$ cat src/rtl/fp_arb_pkg.sv
// Shared constants and tag payload for the fp_mul sharing arbiter.
package fp_arb_pkg;

    localparam int unsigned FP_W        = 32;
    localparam int unsigned MUL_LAT_DEF = 5;
    localparam int unsigned N_REQ_MAX   = 8;
    // Sized for the largest supported requester count so one typedef serves every N_REQ.
    localparam int unsigned TAG_IDX_W   = $clog2(N_REQ_MAX);

    typedef struct packed {
        logic                 valid;
        logic [TAG_IDX_W-1:0] idx;
    } tag_t;

endpackage

$ cat src/rtl/fp_mul_arb_rr_arbiter.sv
// N-way round-robin arbiter: combinational one-hot grant, pointer advances past the winner.
module rr_arbiter #(
    parameter  int unsigned N     = 2,
    localparam int unsigned IDX_W = $clog2(N)
) (
    input  logic             clk,
    input  logic             areset,
    input  logic [N-1:0]     i_req,
    output logic [N-1:0]     o_grant,
    output logic [IDX_W-1:0] o_grant_idx,
    output logic             o_grant_any
);

    logic [IDX_W-1:0] r_ptr;
    int unsigned      w_pos;

    // First requester at or above the pointer wins, wrapping past N-1; nothing granted in reset.
    always_comb begin
        o_grant     = '0;
        o_grant_idx = '0;
        o_grant_any = 1'b0;
        w_pos       = 0;
        if (!areset) begin
            for (int unsigned off = 0; off < N; off++) begin
                w_pos = (32'(r_ptr) + off) % N;
                if (!o_grant_any && i_req[IDX_W'(w_pos)]) begin
                    o_grant[IDX_W'(w_pos)] = 1'b1;
                    o_grant_idx            = IDX_W'(w_pos);
                    o_grant_any            = 1'b1;
                end
            end
        end
    end

    // Pointer moves to the slot after the winner; holds when nothing is granted.
    always_ff @(posedge clk) begin
        if (areset) begin
            r_ptr <= '0;
        end else if (o_grant_any) begin
            r_ptr <= (32'(o_grant_idx) == N - 1) ? '0 : o_grant_idx + IDX_W'(1);
        end
    end

endmodule

$ cat src/rtl/fp_mul_arb.sv
// Shares one external pipelined fp_mul among N_REQ requesters; results are routed back by tag.
module fp_mul_arb
    import fp_arb_pkg::*;
#(
    parameter int unsigned N_REQ   = 2,
    parameter int unsigned MUL_LAT = MUL_LAT_DEF
) (
    input  logic                  clk,
    input  logic                  areset,
    input  logic [N_REQ-1:0]      req_valid,
    output logic [N_REQ-1:0]      req_ready,
    input  logic [FP_W*N_REQ-1:0] req_a,
    input  logic [FP_W*N_REQ-1:0] req_b,
    output logic [N_REQ-1:0]      rsp_valid,
    output logic [FP_W-1:0]       rsp_q,
    output logic                  busy,
    output logic                  mul_en,
    output logic [FP_W-1:0]       mul_a,
    output logic [FP_W-1:0]       mul_b,
    input  logic [FP_W-1:0]       mul_q
);

    localparam int unsigned IDX_W = $clog2(N_REQ);
    localparam int unsigned DEPTH = MUL_LAT + 1;

    logic [IDX_W-1:0] w_grant_idx;
    logic             w_grant_any;
    logic [FP_W-1:0]  r_mul_a;
    logic [FP_W-1:0]  r_mul_b;
    logic             r_mul_en;
    tag_t             r_tag [DEPTH];
    tag_t             w_tag_in;
    tag_t             w_tag_out;

    rr_arbiter #(
        .N (N_REQ)
    ) u_arb (
        .clk         (clk),
        .areset      (areset),
        .i_req       (req_valid),
        .o_grant     (req_ready),
        .o_grant_idx (w_grant_idx),
        .o_grant_any (w_grant_any)
    );

    // Capture the winner's operands; the multiplier pipeline runs freely once out of reset.
    always_ff @(posedge clk) begin
        if (areset) begin
            r_mul_a  <= '0;
            r_mul_b  <= '0;
            r_mul_en <= 1'b0;
        end else begin
            r_mul_en <= 1'b1;
            if (w_grant_any) begin
                r_mul_a <= req_a[32'(w_grant_idx)*FP_W +: FP_W];
                r_mul_b <= req_b[32'(w_grant_idx)*FP_W +: FP_W];
            end
        end
    end

    // Tag entering the pipeline alongside the captured operands.
    always_comb begin
        w_tag_in       = '0;
        w_tag_in.valid = w_grant_any;
        w_tag_in.idx   = TAG_IDX_W'(w_grant_idx);
    end

    // Tag shift register; its last stage lines up with mul_q for the same operands.
    always_ff @(posedge clk) begin
        if (areset) begin
            for (int unsigned d = 0; d < DEPTH; d++) begin
                r_tag[d] <= '0;
            end
        end else begin
            r_tag[0] <= w_tag_in;
            for (int unsigned d = 1; d < DEPTH; d++) begin
                r_tag[d] <= r_tag[d-1];
            end
        end
    end

    assign w_tag_out = r_tag[DEPTH-1];

    // Route the emerging product to its owner; busy reflects any tag still in flight.
    always_comb begin
        rsp_valid = '0;
        rsp_q     = '0;
        busy      = 1'b0;
        if (!areset) begin
            for (int unsigned i = 0; i < N_REQ; i++) begin
                if (w_tag_out.valid && (w_tag_out.idx == TAG_IDX_W'(i))) begin
                    rsp_valid[i] = 1'b1;
                end
            end
            if (w_tag_out.valid) begin
                rsp_q = mul_q;
            end
            for (int unsigned d = 0; d < DEPTH; d++) begin
                busy = busy | r_tag[d].valid;
            end
        end
    end

    assign mul_a  = r_mul_a;
    assign mul_b  = r_mul_b;
    assign mul_en = r_mul_en;

endmodule

$ cat config.mk
export PLATFORM = sky130hd
export DESIGN_NAME = fp_mul_arb
export DESIGN_NICKNAME = d
export VERILOG_FILES = /design/src/rtl/fp_arb_pkg.sv /design/src/rtl/fp_mul_arb_rr_arbiter.sv /design/src/rtl/fp_mul_arb.sv
export SDC_FILE = /design/constraint.sdc
export NUM_CORES = 1
export LEC_CHECK = 0
export CAP_MARGIN = 20
export CORE_AREA = 2 2 104 106
export DETAILED_ROUTE_END_ITERATION = 10
export DIE_AREA = 0 0 106 108
export GPL_ROUTABILITY_DRIVEN = 0
export GPL_TIMING_DRIVEN = 0
export HOLD_SLACK_MARGIN = 0.03
export PLACE_DENSITY = 0.89
export SLEW_MARGIN = 5
export SYNTH_ARGS = -nofsm -noshare
export SYNTH_HDL_FRONTEND = slang
export SYNTH_HIERARCHICAL = 1
export SYNTH_SLANG_ARGS = --single-unit
export TNS_END_PERCENT = 1
$ cat constraint.sdc
create_clock -name clk -period 2.2 [get_ports clk]
set_clock_uncertainty 0.05 [all_clocks]
set_input_delay 0.44 -clock clk [delete_from_list [all_inputs] [get_ports clk]]
set_output_delay 0.44 -clock clk [all_outputs]
set_load 0.05 [all_outputs]
---- Yosys cells after proc, flatten, opt, wreduce, memory -nomap -nowiden ----
Memories as Yosys holds them, arrays and structs flattened.
Index checks and enable logic that the tools add are counted.
word-level totals
  bits of input ports ..................... 164
  output and inout bits ................... 102
  memories ................................ 1
  bits in writable memories ............... 24
  bits in registers ....................... 66
  logic and storage cells ................. 68
cells by class
  shifts and indexed selects .............. 2
  bitwise gates (word level) .............. 12
  multiplexer cells ....................... 35
  reductions and logical operators ........ 7
  $add $sub $neg .......................... 2
  eq/ne operators ......................... 1
  magnitude comparators ................... 4
memories
  name   words  bits a word  rd ports  clocked after memory_dff  wr ports  RTL line          text
  r_tag  6      4            6         0                         6         fp_mul_arb.sv:31  tag_t r_tag [DEPTH];
operator list
  operator                                                               count
  64-bit by 7-bit indexed part select with 32-bit output                 2
  32-bit 2-to-1 mux                                                      2
  4-bit 2-to-1 mux                                                       6
  1-bit 2-to-1 mux                                                       20
  1-bit bitwise OR                                                       11
  2-bit 2-to-1 mux                                                       5
  1-bit logical AND                                                      5
  1-bit by 2-bit < comparator with 1-bit output (second input constant)  2
  3-bit by 1-bit == test with 1-bit output (second input constant)       1
  3-bit zero test                                                        1
  1-bit adder (second input constant)                                    2
  1-bit demux with 1-bit select                                          2
  1-bit greater-or-equal comparator (second input constant)              2
  2-bit bitwise OR                                                       1
  1-bit zero test                                                        1

---- Depth between registers and ports, before layout ----
Gate-level depths: netlist of the first run.
  word-level depth ........................ 10
  mapped depth ............................ 6
  mapped depth without buffers ............ 4

---- Modules after synthesis ----
Netlist of the first run, hierarchy kept.
by module, submodules not included
  module      cells each  instances  area each (um^2)  seq. area each (um^2)
  fp_mul_arb  353         1          3442.1            1541.5
  rr_arbiter  9           1          75.1              20.0

---- Worst setup path before layout of the first run ----
Ideal clock, no wire load.
  path type ............................... input-to-output
  from .................................... input req_valid[0]
  to ...................................... output req_ready[1]
  stages .................................. 2
  required time ........................... 1710 ps
  buffers on the path ..................... 0
  setup slack ............................. 6 ps
  data arrival time ....................... 1704 ps
  cells stage by stage .................... nor2b_4 nor3b_1
on the way
  word-level cells in the longest chain between the ends .. 8
  elaborated cells between the ends (all ways) .. 13
  those cells by class .................... mux (10); bitwise (1); reduce/logical (2)
RTL lines
  element                                              RTL line                     text
  start, declared                                      fp_mul_arb.sv:10             input logic [N_REQ-1:0] req_valid,
  1-bit 2-to-1 mux (not written as such) (2 in a row)  fp_mul_arb_rr_arbiter.sv:26  if (!o_grant_any && i_req[IDX_W'(w_pos)]) begin
  1-bit 2-to-1 mux                                     fp_mul_arb_rr_arbiter.sv:26
  1-bit 2-to-1 mux                                     fp_mul_arb_rr_arbiter.sv:23  if (!areset) begin
  1-bit zero test                                      fp_mul_arb_rr_arbiter.sv:26
  1-bit logical AND                                    fp_mul_arb_rr_arbiter.sv:26
  2-bit 2-to-1 mux (*)                                 fp_mul_arb_rr_arbiter.sv:26
  2-bit 2-to-1 mux (*)                                 fp_mul_arb_rr_arbiter.sv:23
  end, declared                                        fp_mul_arb.sv:11             output logic [N_REQ-1:0] req_ready,
Mark *: on every way between the ends. The rest lies on a longest branch, timed or not. The select of a mux whose other input is x is not followed.

---- Final worst setup path of the first run ----
  from .................................... input areset
  to ...................................... output rsp_q[29]
on the way
  word-level cells in the longest chain between the ends .. 1
RTL lines
  element            RTL line          text
  start, declared    fp_mul_arb.sv:9   input logic areset,
  32-bit 2-to-1 mux  fp_mul_arb.sv:89  if (!areset) begin
  end, declared      fp_mul_arb.sv:15  output logic [FP_W-1:0] rsp_q,
Every way passes these cells.

==> impl_metrics.env, run 1 <==
export IMPL_status="completed"
export IMPL_syn_nets=526
export IMPL_wl_um=12200
export IMPL_drt_antenna_violating_nets=0
export IMPL_p_switching_mw=1.20
export IMPL_swShare=0.313
export IMPL_synth_cells=362
export IMPL_cts_tree="built"
export IMPL_grtUsageTotal=0.206
export IMPL_antenna_found_initial=0
export IMPL_timing_critical_path_fanout_max=10
export IMPL_worst_slew_pin_slew_ps=538
export IMPL_clockPowerShare=0.281
export IMPL_htree_levels=3
export IMPL_vias=3718
export IMPL_die_x_um=106
export IMPL_dpl_hpwl_um=9840
export IMPL_clock_latency_ps=330
export IMPL_hold_path_class="reg -> reg"
export IMPL_ys_top_cells_by_area="dfxtp_1, mux2i_1, a211oi_1, nor2_1, and2_1"
export IMPL_slew_headroom=0.640
export IMPL_clkSinkCount=78
export IMPL_final_cell_mix="clkdlybuf4s50_1, dfxtp_1, nor2_1"
export IMPL_cts_root_buf="clkbuf_8"
export IMPL_via_per_inst=4.78
export IMPL_whs_path_depth=1
export IMPL_yosysWarnings=6
export IMPL_coreArea_um2=10200
export IMPL_min_period_ps=2090
export IMPL_grt_first_pass_wirelength_um=18900
export IMPL_drc=0
export IMPL_cellLeakagePower_nw=2.50
export IMPL_synth_area_leader_cell="dfxtp_1"
export IMPL_fin_crit_sh=0.950
export IMPL_final_common_cell="clkdlybuf4s50_1"
export IMPL_crit_type="in -> out"
export IMPL_crit_path_top_delay_cell="dlygate4sd2_1"
export IMPL_crit_path_cell_trace="dlygate4sd2_1 > buf_6 > nor2b_4 > clkbuf_8 > and2_1 > buf_4"
export IMPL_dp_slack_ps=-984
export IMPL_synth_seq_area_share=0.444
export IMPL_hold_viol=0
export IMPL_area_growth_pct=86.5
export IMPL_dieArea_um2=11400
export IMPL_r2r_setup_slack_ps=460
export IMPL_drv_slew=0
export IMPL_critical_path_startpoint_type="primary input"
export IMPL_ys_types=20
export IMPL_regToRegEndpoint="mul_b[16]"
export IMPL_initial_core_util=0.344
export IMPL_wl_per_cell_um=15.7
export IMPL_max_freq_mhz=478
export IMPL_path_clk_slew_ps=70
export IMPL_required_ps=1710
export IMPL_fp_dieH_um=108
export IMPL_synth_top_cell_area_share=0.444
export IMPL_diodes=0
export IMPL_grt_max_degree=20
export IMPL_slowest_delay_ps=290
export IMPL_drive_gt1_frac=0.114
export IMPL_clk_path_buf_depth=2
export IMPL_io_pins=266
export IMPL_worstSetupEndpointType="primary output"
export IMPL_rsz0062_at_grt="false"
export IMPL_ys_ff_latch=78
export IMPL_min_delay_start="r_tag[0][0]"
export IMPL_combPwrFrac=0.310
export IMPL_drv_cap=0
export IMPL_r2r_cells=6
export IMPL_timing_rr_start="u_arb/r_ptr"
export IMPL_seqPwrFrac=0.409
export IMPL_rows=37
export IMPL_cts_made_buffers=9
export IMPL_firstDrtPassIters=4
export IMPL_avgSynthCellArea_um2=9.72
export IMPL_syn_area_um2=3520
export IMPL_min_to="r_tag[0][2]"
export IMPL_critPathArrivalTime_ps=1600
export IMPL_power_density_nw_per_um2=582
export IMPL_irDropWorstVdd_uv=278
export IMPL_internal_power_mw=2.63
export IMPL_drt_iter0_markers=107
export IMPL_setup_violations=0
export IMPL_grt_pass1_vias=3836
export IMPL_globalRouteOverflowTotal=0
export IMPL_numPortBuffers=265
export IMPL_nNetsFinal=801
export IMPL_finalPower_mw=3.82
export IMPL_worst_slack_ps=109
[sequential cells by signal, summed over array words and instances (netlist names)]
signal,count
mul_a,32
mul_b,32
r_tag,12
mul_en,1
u_arb/r_ptr,1
[critical path, delay by kind of cell]
| kind | cells | cell delay, ps |
|---|---|---|
| buffers and inverters | 4 | 830 |
| AND/OR/NAND/NOR | 2 | 330 |
[metal layers]
layer | global-route usage | vias up | routed length [µm]
li1 | - | 1818 | -
met1 | 0.210 | 1722 | 4540
met2 | 0.404 | 152 | 6570
met3 | 0.0506 | 26 | 846
met4 | 0.0808 | 0 | 282
met5 | 0 | - | 0
[area by class of cell]
class,count,area (µm²)
multi-input cells,250,1730
clock buffers,11,141
inverters,1,3.75
clock inverters,5,57.6
flip-flops and latches,78,1560
fillers,811,3670
repair buffers,265,2640
plain buffers,32,258
well taps,136,170
[how the worst max path moves through the flow]
stage	startpoint	end	slack [ps]	cells after the start
floorplan	req_valid[0]	req_ready[1]	6	2
global placement	areset	rsp_q[30]	-920	6
detailed placement	areset	rsp_q[3]	-980	6
CTS	req_valid[1]	req_ready[0]	70	4
global route	req_valid[0]	req_ready[1]	20	4
finish	areset	rsp_q[29]	110	6
[per-stage QoR]
step                      utilization  setup TNS [ps]  cell area (µm²)  hold slack [ps]  cells
after floorplan                     -               0             3520              364    362
after global placement          0.620          -34110             6340              369    763
after detailed placement        0.620          -37630             6340              380    763
after CTS                       0.642               0             6570              399    778
after global routing            0.641               0             6560              421    778
final                           0.641               0             6560              396    778
[power by group through the flow]
stage | combinational (mW) | clock, mW | sequential [mW]
6_report | 1.18 | 1.07 | 1.56
5_1_grt | 1.25 | 1.16 | 1.58
4_1_cts | 1.19 | 1.10 | 1.56
3_5_place_dp | 1.19 | 0 | 1.60
3_3_place_gp | 1.17 | 0 | 1.59
2_1_floorplan | 0.302 | 0 | 1.92
[kinds of logic after synthesis]
logic type	after synthesis	share of synthesized area
simple gates	119	0.168
flops	78	0.444
compound gates	67	0.142
mux	64	0.182
buf+inv	34	0.0647
[synth_stat cells, drive strengths merged]
| cell | n |
|---|---|
| a211oi | 64 |
| a21oi | 2 |
| and2 | 34 |
| buf | 18 |
| clkbuf | 15 |
| dfxtp | 78 |
| inv | 1 |
| mux2i | 64 |
| nor2 | 67 |
| nor2b | 15 |
| nor3b | 2 |
| nor4 | 1 |
| o21a | 1 |
[timing repair]
item / in CTS / in global routing
endpoints found under the setup margin: 37 / 1
hold buffers: 0 / 0
buffers inserted: 0 / 0
gates resized for setup: 253 / 2
Power figures use the tool's default switching activity.
==> run 2: changes to the inputs <==
- ABC_AREA: default -> 1
- CORE_AREA: 2 2 104 106 -> default
- CORE_MARGIN: default -> 2
- CORE_UTILIZATION: default -> 39
- DIE_AREA: 0 0 106 108 -> default
- PLACE_DENSITY: 0.89 -> 0.94
- SLEW_MARGIN: 5 -> default
==> run 2 against run 1 <==
  * Worst setup slack got worse by 22 ps
  * Critical path type unchanged
  * Power increased by 6.9%
  * Flip-flop and latch count unchanged
==> impl_metrics.env, run 2 <==
export IMPL_drive_gt1_frac=0.0990
export IMPL_drv_slew=0
export IMPL_wl_per_cell_um=13.2
export IMPL_path_clk_slew_ps=70
export IMPL_worstSetupEndpointType="primary output"
export IMPL_ys_types=15
export IMPL_htree_levels=3
export IMPL_hold_ws_ps=353
export IMPL_synth_edff_count=0
export IMPL_crit_type="in -> out"
export IMPL_final_cell_mix="nor2_1, clkdlybuf4s50_1, nand2_1"
export IMPL_yosysWarnings=6
export IMPL_drt_iter0_markers=213
export IMPL_area_growth_pct=74.5
export IMPL_cts_made_buffers=9
export IMPL_antenna_found_initial=0
export IMPL_placed_cell_area_um2=6840
export IMPL_critPathArrivalTime_ps=1620
export IMPL_synth_seq_area_share=0.388
export IMPL_grtUsageTotal=0.256
export IMPL_via_per_inst=4.50
export IMPL_ys_top_cells_by_area="dfxtp_1, nor2_1, nand2_1, inv_1, o21ai_0"
export IMPL_cts_tree="built"
export IMPL_hold_viol=0
export IMPL_fp_dieH_um=106
export IMPL_synth_area_leader_cell="dfxtp_1"
export IMPL_rsz0062_at_grt="false"
export IMPL_drc=0
export IMPL_synthFlopType="dfxtp_1"
export IMPL_critical_path_startpoint_type="primary input"
export IMPL_ys_ff_latch=78
export IMPL_initial_core_util=0.395
export IMPL_nNetsFinal=1121
export IMPL_rows=37
export IMPL_fin_crit_sh=0.960
export IMPL_drv_cap=0
export IMPL_finalPower_mw=4.08
export IMPL_setup_violations=0
export IMPL_final_common_cell="nor2_1"
export IMPL_grt_pass1_vias=4661
export IMPL_synth_top_cell_area_share=0.388
export IMPL_diodes=0
export IMPL_dpl_hpwl_um=11500
export IMPL_wl_um=14500
export IMPL_min_period_ps=2110
export IMPL_cellLeakagePower_nw=3.25
export IMPL_utilization=0.689
export IMPL_power_density_nw_per_um2=582
export IMPL_syn_nets=845
export IMPL_status="completed"
export IMPL_firstDrtPassIters=4
export IMPL_grt_max_degree=13
export IMPL_dieArea_um2=11100
export IMPL_synth_common_cells="nor2_1, nand2_1, dfxtp_1"
export IMPL_max_freq_mhz=473
export IMPL_synth_most_common_cell="nor2_1"
export IMPL_async_flop_share=0
export IMPL_irDropWorstVdd_uv=345
export IMPL_numPortBuffers=265
export IMPL_drt_antenna_violating_nets=0
export IMPL_grt_first_pass_wirelength_um=22500
export IMPL_clk_path_buf_depth=2
export IMPL_worst_slew_pin_slew_ps=544
export IMPL_io_pins=266
export IMPL_cts_root_buf="clkbuf_8"
export IMPL_coreArea_um2=10200
export IMPL_syn_area_um2=4020
export IMPL_avgSynthCellArea_um2=5.90
export IMPL_final_area_um2=7020
export IMPL_synth_cells=681
export IMPL_hold_path_class="reg -> reg"
export IMPL_clkSinkCount=78
export IMPL_required_ps=1710
export IMPL_die_x_um=106
export IMPL_clock_latency_ps=330
export IMPL_slew_headroom=0.636
export IMPL_vias=4928
export IMPL_globalRouteOverflowTotal=0
export IMPL_timing_critical_path_fanout_max=3
==> run 2: cell count changes after synthesis, moves of 54 or more <==
cell,delta
a211oi_1,-64
inv_1,+76
mux2i_1,-64
nand2_1,+165
nor2_1,+179
o21ai_0,+54
==> run 2: final cells by class <==
type	count	area, µm²
buffer	44	282
clock buffer	10	138
clock inverter	4	72.6
fill	883	3170
inverter	80	300
multi-input combinational	479	1890
sequential	78	1560
tap	136	170
timing repair buffer	265	2610
==> run 2: repair_timing <==
item / in CTS / in global routing
hold endpoints to repair: 0 / 0
gates resized for setup: 137 / 8
hold buffers: 0 / 0
endpoints found under the setup margin: 37 / 5
setup buffers: 0 / 0
==> run 2: logic make-up after synthesis <==
group,count (synthesis),synth area share
buffers and inverters,124,0.143
AOI/OAI and AO/OA,65,0.0809
and+or+nand+nor,414,0.388
DFF,78,0.388
==> run 2: worst paths after layout <==
kind                        to  slack [ps]          from  cells after the start
hold / removal     r_tag[0][2]         350   r_tag[0][0]                      2
hold reg to reg    r_tag[0][2]         350   r_tag[0][0]                      2
setup / recovery  req_ready[1]          90  req_valid[1]                      4
setup reg to reg     mul_b[19]         580   u_arb/r_ptr                      7
==> run 2: per-layer routing <==
layer  up-vias  global-route usage  routed length [µm]
met5         -                   0                   0
met4         0               0.108                 480
met3        34              0.0959                1470
met1      2138               0.261                5340
met2       212               0.468                7220
li1       2544                   -                   -
==> run 2: power by group <==
group / internal [mW] / switching [mW]
clock network: 0.656 / 0.508
registers: 1.52 / 0.0545
logic: 0.585 / 0.758
total: 2.76 / 1.32
==> run 2: through the flow <==
stage               TNS (ps)  setup slack [ps]  cells
floorplan                  0               174    681
global placement      -23000              -718   1082
detailed placement    -25640              -729   1082
CTS                    -31.2             -31.2   1096
global route               0             0.759   1096
finish                     0              87.4   1096
==> run 2: worst max-delay path, stage by stage <==
cell and delay, ps:
clkdlybuf4s50_1 490, nand2_2 70, nor2_1 90, dlygate4sd2_1 530
==> run 3: changes to the inputs <==
--- a/config.mk
+++ b/config.mk
@@ -7,4 +7,5 @@
 export LEC_CHECK = 0
 export ABC_AREA = 1
+export ABC_CLOCK_PERIOD_IN_PS = 2200
 export CAP_MARGIN = 20
 export CORE_MARGIN = 2
==> constraint.sdc (replaced) <==
create_clock -name clk -period 2.2 [get_ports clk]
set_clock_uncertainty 0.05 [all_clocks]
set_input_delay 0.55 -clock clk [delete_from_list [all_inputs] [get_ports clk]]
set_output_delay 0.55 -clock clk [all_outputs]
set_load 0.05 [all_outputs]
==> run 3 against run 2 <==
  * Clock power about the same
  * Combinational power about the same
  * Cell count up 0.18%
  * Design area down 1.4%
  * Register-to-register slack better by 30 ps
  * Die area unchanged
  * Fmax down 0.41%
  * Worst setup slack worse by 8.7 ps
  * Hold slack better by 3.2 ps
  * Sequential power about the same
  * Count of clock-buffer cells in the layout up 1
  * Critical endpoint is now mul_b[0]
  * Largest power group unchanged
==> impl_metrics.env, run 3 (same netlist as run 2, synthesis figures left out) <==
export IMPL_status="completed"
export IMPL_timing_critical_path_fanout_max=2
export IMPL_critical_path_startpoint_type="flop"
export IMPL_dieArea_um2=11100
export IMPL_rsz0062_at_grt="false"
export IMPL_drive_gt1_frac=0.105
export IMPL_via_per_inst=4.45
export IMPL_clkSinkCount=78
export IMPL_final_common_cell="nor2_1"
export IMPL_hold_path_class="reg -> reg"
export IMPL_io_pins=266
export IMPL_drc=0
export IMPL_critPathArrivalTime_ps=1520
export IMPL_critPathBufInv=1
export IMPL_worst_slack_ps=78.7
export IMPL_p_switching_mw=1.31
export IMPL_path_clk_slew_ps=70
export IMPL_drt_iter0_markers=238
export IMPL_firstDrtPassIters=4
export IMPL_clk_path_buf_depth=2
export IMPL_drt_antenna_violating_nets=0
export IMPL_critical_path_top_delay_family="buffers and inverters"
export IMPL_drv_slew=0
export IMPL_fin_crit_sh=0.964
export IMPL_fp_dieH_um=106
export IMPL_clock_latency_ps=330
export IMPL_worstSetupEndpointType="primary output"
export IMPL_area_growth_pct=72.1
export IMPL_nNetsFinal=1122
export IMPL_globalRouteOverflowTotal=0
export IMPL_rows=37
export IMPL_cts_tree="built"
export IMPL_crit_path_top_delay_cell="clkdlybuf4s50_1"
export IMPL_hold_viol=0
export IMPL_slowest_delay_ps=820
export IMPL_final_area_um2=6920
export IMPL_cellLeakagePower_nw=3.30
export IMPL_min_period_ps=2120
export IMPL_path_depth=1
export IMPL_diodes=0
export IMPL_placed_cell_area_um2=6850
export IMPL_grt_max_degree=13
export IMPL_worst_slew_pin_slew_ps=576
export IMPL_dp_slack_ps=-946
export IMPL_cts_hold_buf=0
export IMPL_crit_type="reg -> out"
export IMPL_r2r_cells=7
export IMPL_drv_cap=0
export IMPL_grt_pass1_vias=4628
export IMPL_die_x_um=106
export IMPL_wl_um=14200
export IMPL_numPortBuffers=265
export IMPL_max_freq_mhz=471
export IMPL_whs_path_depth=2
export IMPL_clockPowerShare=0.289
export IMPL_nFillCells=866
export IMPL_crit_path_cell_trace="clkdlybuf4s50_1"
export IMPL_setup_violations=0
export IMPL_cts_root_buf="clkbuf_8"
export IMPL_initial_core_util=0.395
export IMPL_antenna_found_initial=0
export IMPL_dpl_hpwl_um=11500
export IMPL_final_cell_mix="nor2_1, clkdlybuf4s50_1, nand2_1"
export IMPL_required_ps=1600
export IMPL_vias=4891
export IMPL_seqPwrFrac=0.384
export IMPL_coreArea_um2=10200
export IMPL_internal_power_mw=2.80
export IMPL_grtUsageTotal=0.249
export IMPL_cts_made_buffers=9
export IMPL_htree_levels=3
export IMPL_wl_per_cell_um=13.0
export IMPL_power_density_nw_per_um2=593
export IMPL_grt_first_pass_wirelength_um=22000
export IMPL_slew_headroom=0.616
export IMPL_irDropWorstVdd_uv=388
export IMPL_swShare=0.318
export IMPL_combPwrFrac=0.328
export IMPL_hold_ws_ps=356
[run 3: changes by cell type in the layout (fill, tap and decap cells not counted), sizes merged]
cell,change
buf,+21
clkbuf,+4
clkdlybuf4s15,-19
clkdlybuf4s18,-1
clkinv,+1
clkinvlp,-1
dlygate4sd2,-3
[run 3: layout make-up]
cell class                      count  area [µm²]  share of cell area
Buffer                             44         284              0.0411
Clock buffer                       11         151              0.0219
Clock inverter                      4        70.1              0.0101
Inverter                           80         303              0.0438
Multi-Input combinational cell    479        1890               0.273
Sequential cell                    78        1560               0.226
Tap cell                          136         170              0.0246
Timing Repair Buffer              266        2490               0.360
[run 3: through the flow]
step	setup TNS (ps)	cells	power [mW]	util
global route	0	1098	4.31	0.679
floorplan	0	681	2.34	-
global placement	-36670	1082	2.93	0.672
detailed placement	-38350	1082	2.96	0.672
finish	0	1098	4.10	0.679
CTS	-5.95	1098	4.14	0.679
[run 3: final timing paths]
kind	from	endpoint	slack, ps
max	mul_b[0]	mul_b[0]	80
min	r_tag[0][6]	r_tag[0][10]	360
max reg2reg	u_arb/r_ptr	mul_a[31]	610
min reg2reg	r_tag[0][6]	r_tag[0][10]	360
[run 3: what timing repair did]
item                                    4_1_cts  5_1_grt
gates resized for setup                     194        8
endpoints found under the setup margin       37       25
pin swaps                                     0        0
buffers inserted                              1        0
[run 3: routing by layer]
metal,wire length [µm],global-route usage
met5,0,0
met4,265,0.0752
met3,1220,0.0878
met2,7120,0.467
met1,5620,0.259
[run 3: worst min-delay path, stage by stage (launching register included)]
cell	delay (ps)
dfxtp_1	300
inv_1	40
nor2_1	30
[run 3: power groups by stage]
stage / logic [mW] / clock network, mW / registers, mW
floorplan: 0.375 / 0 / 1.97
global placement: 1.33 / 0 / 1.60
detailed placement: 1.35 / 0 / 1.61
CTS: 1.35 / 1.21 / 1.57
global route: 1.45 / 1.28 / 1.59
finish: 1.34 / 1.18 / 1.57
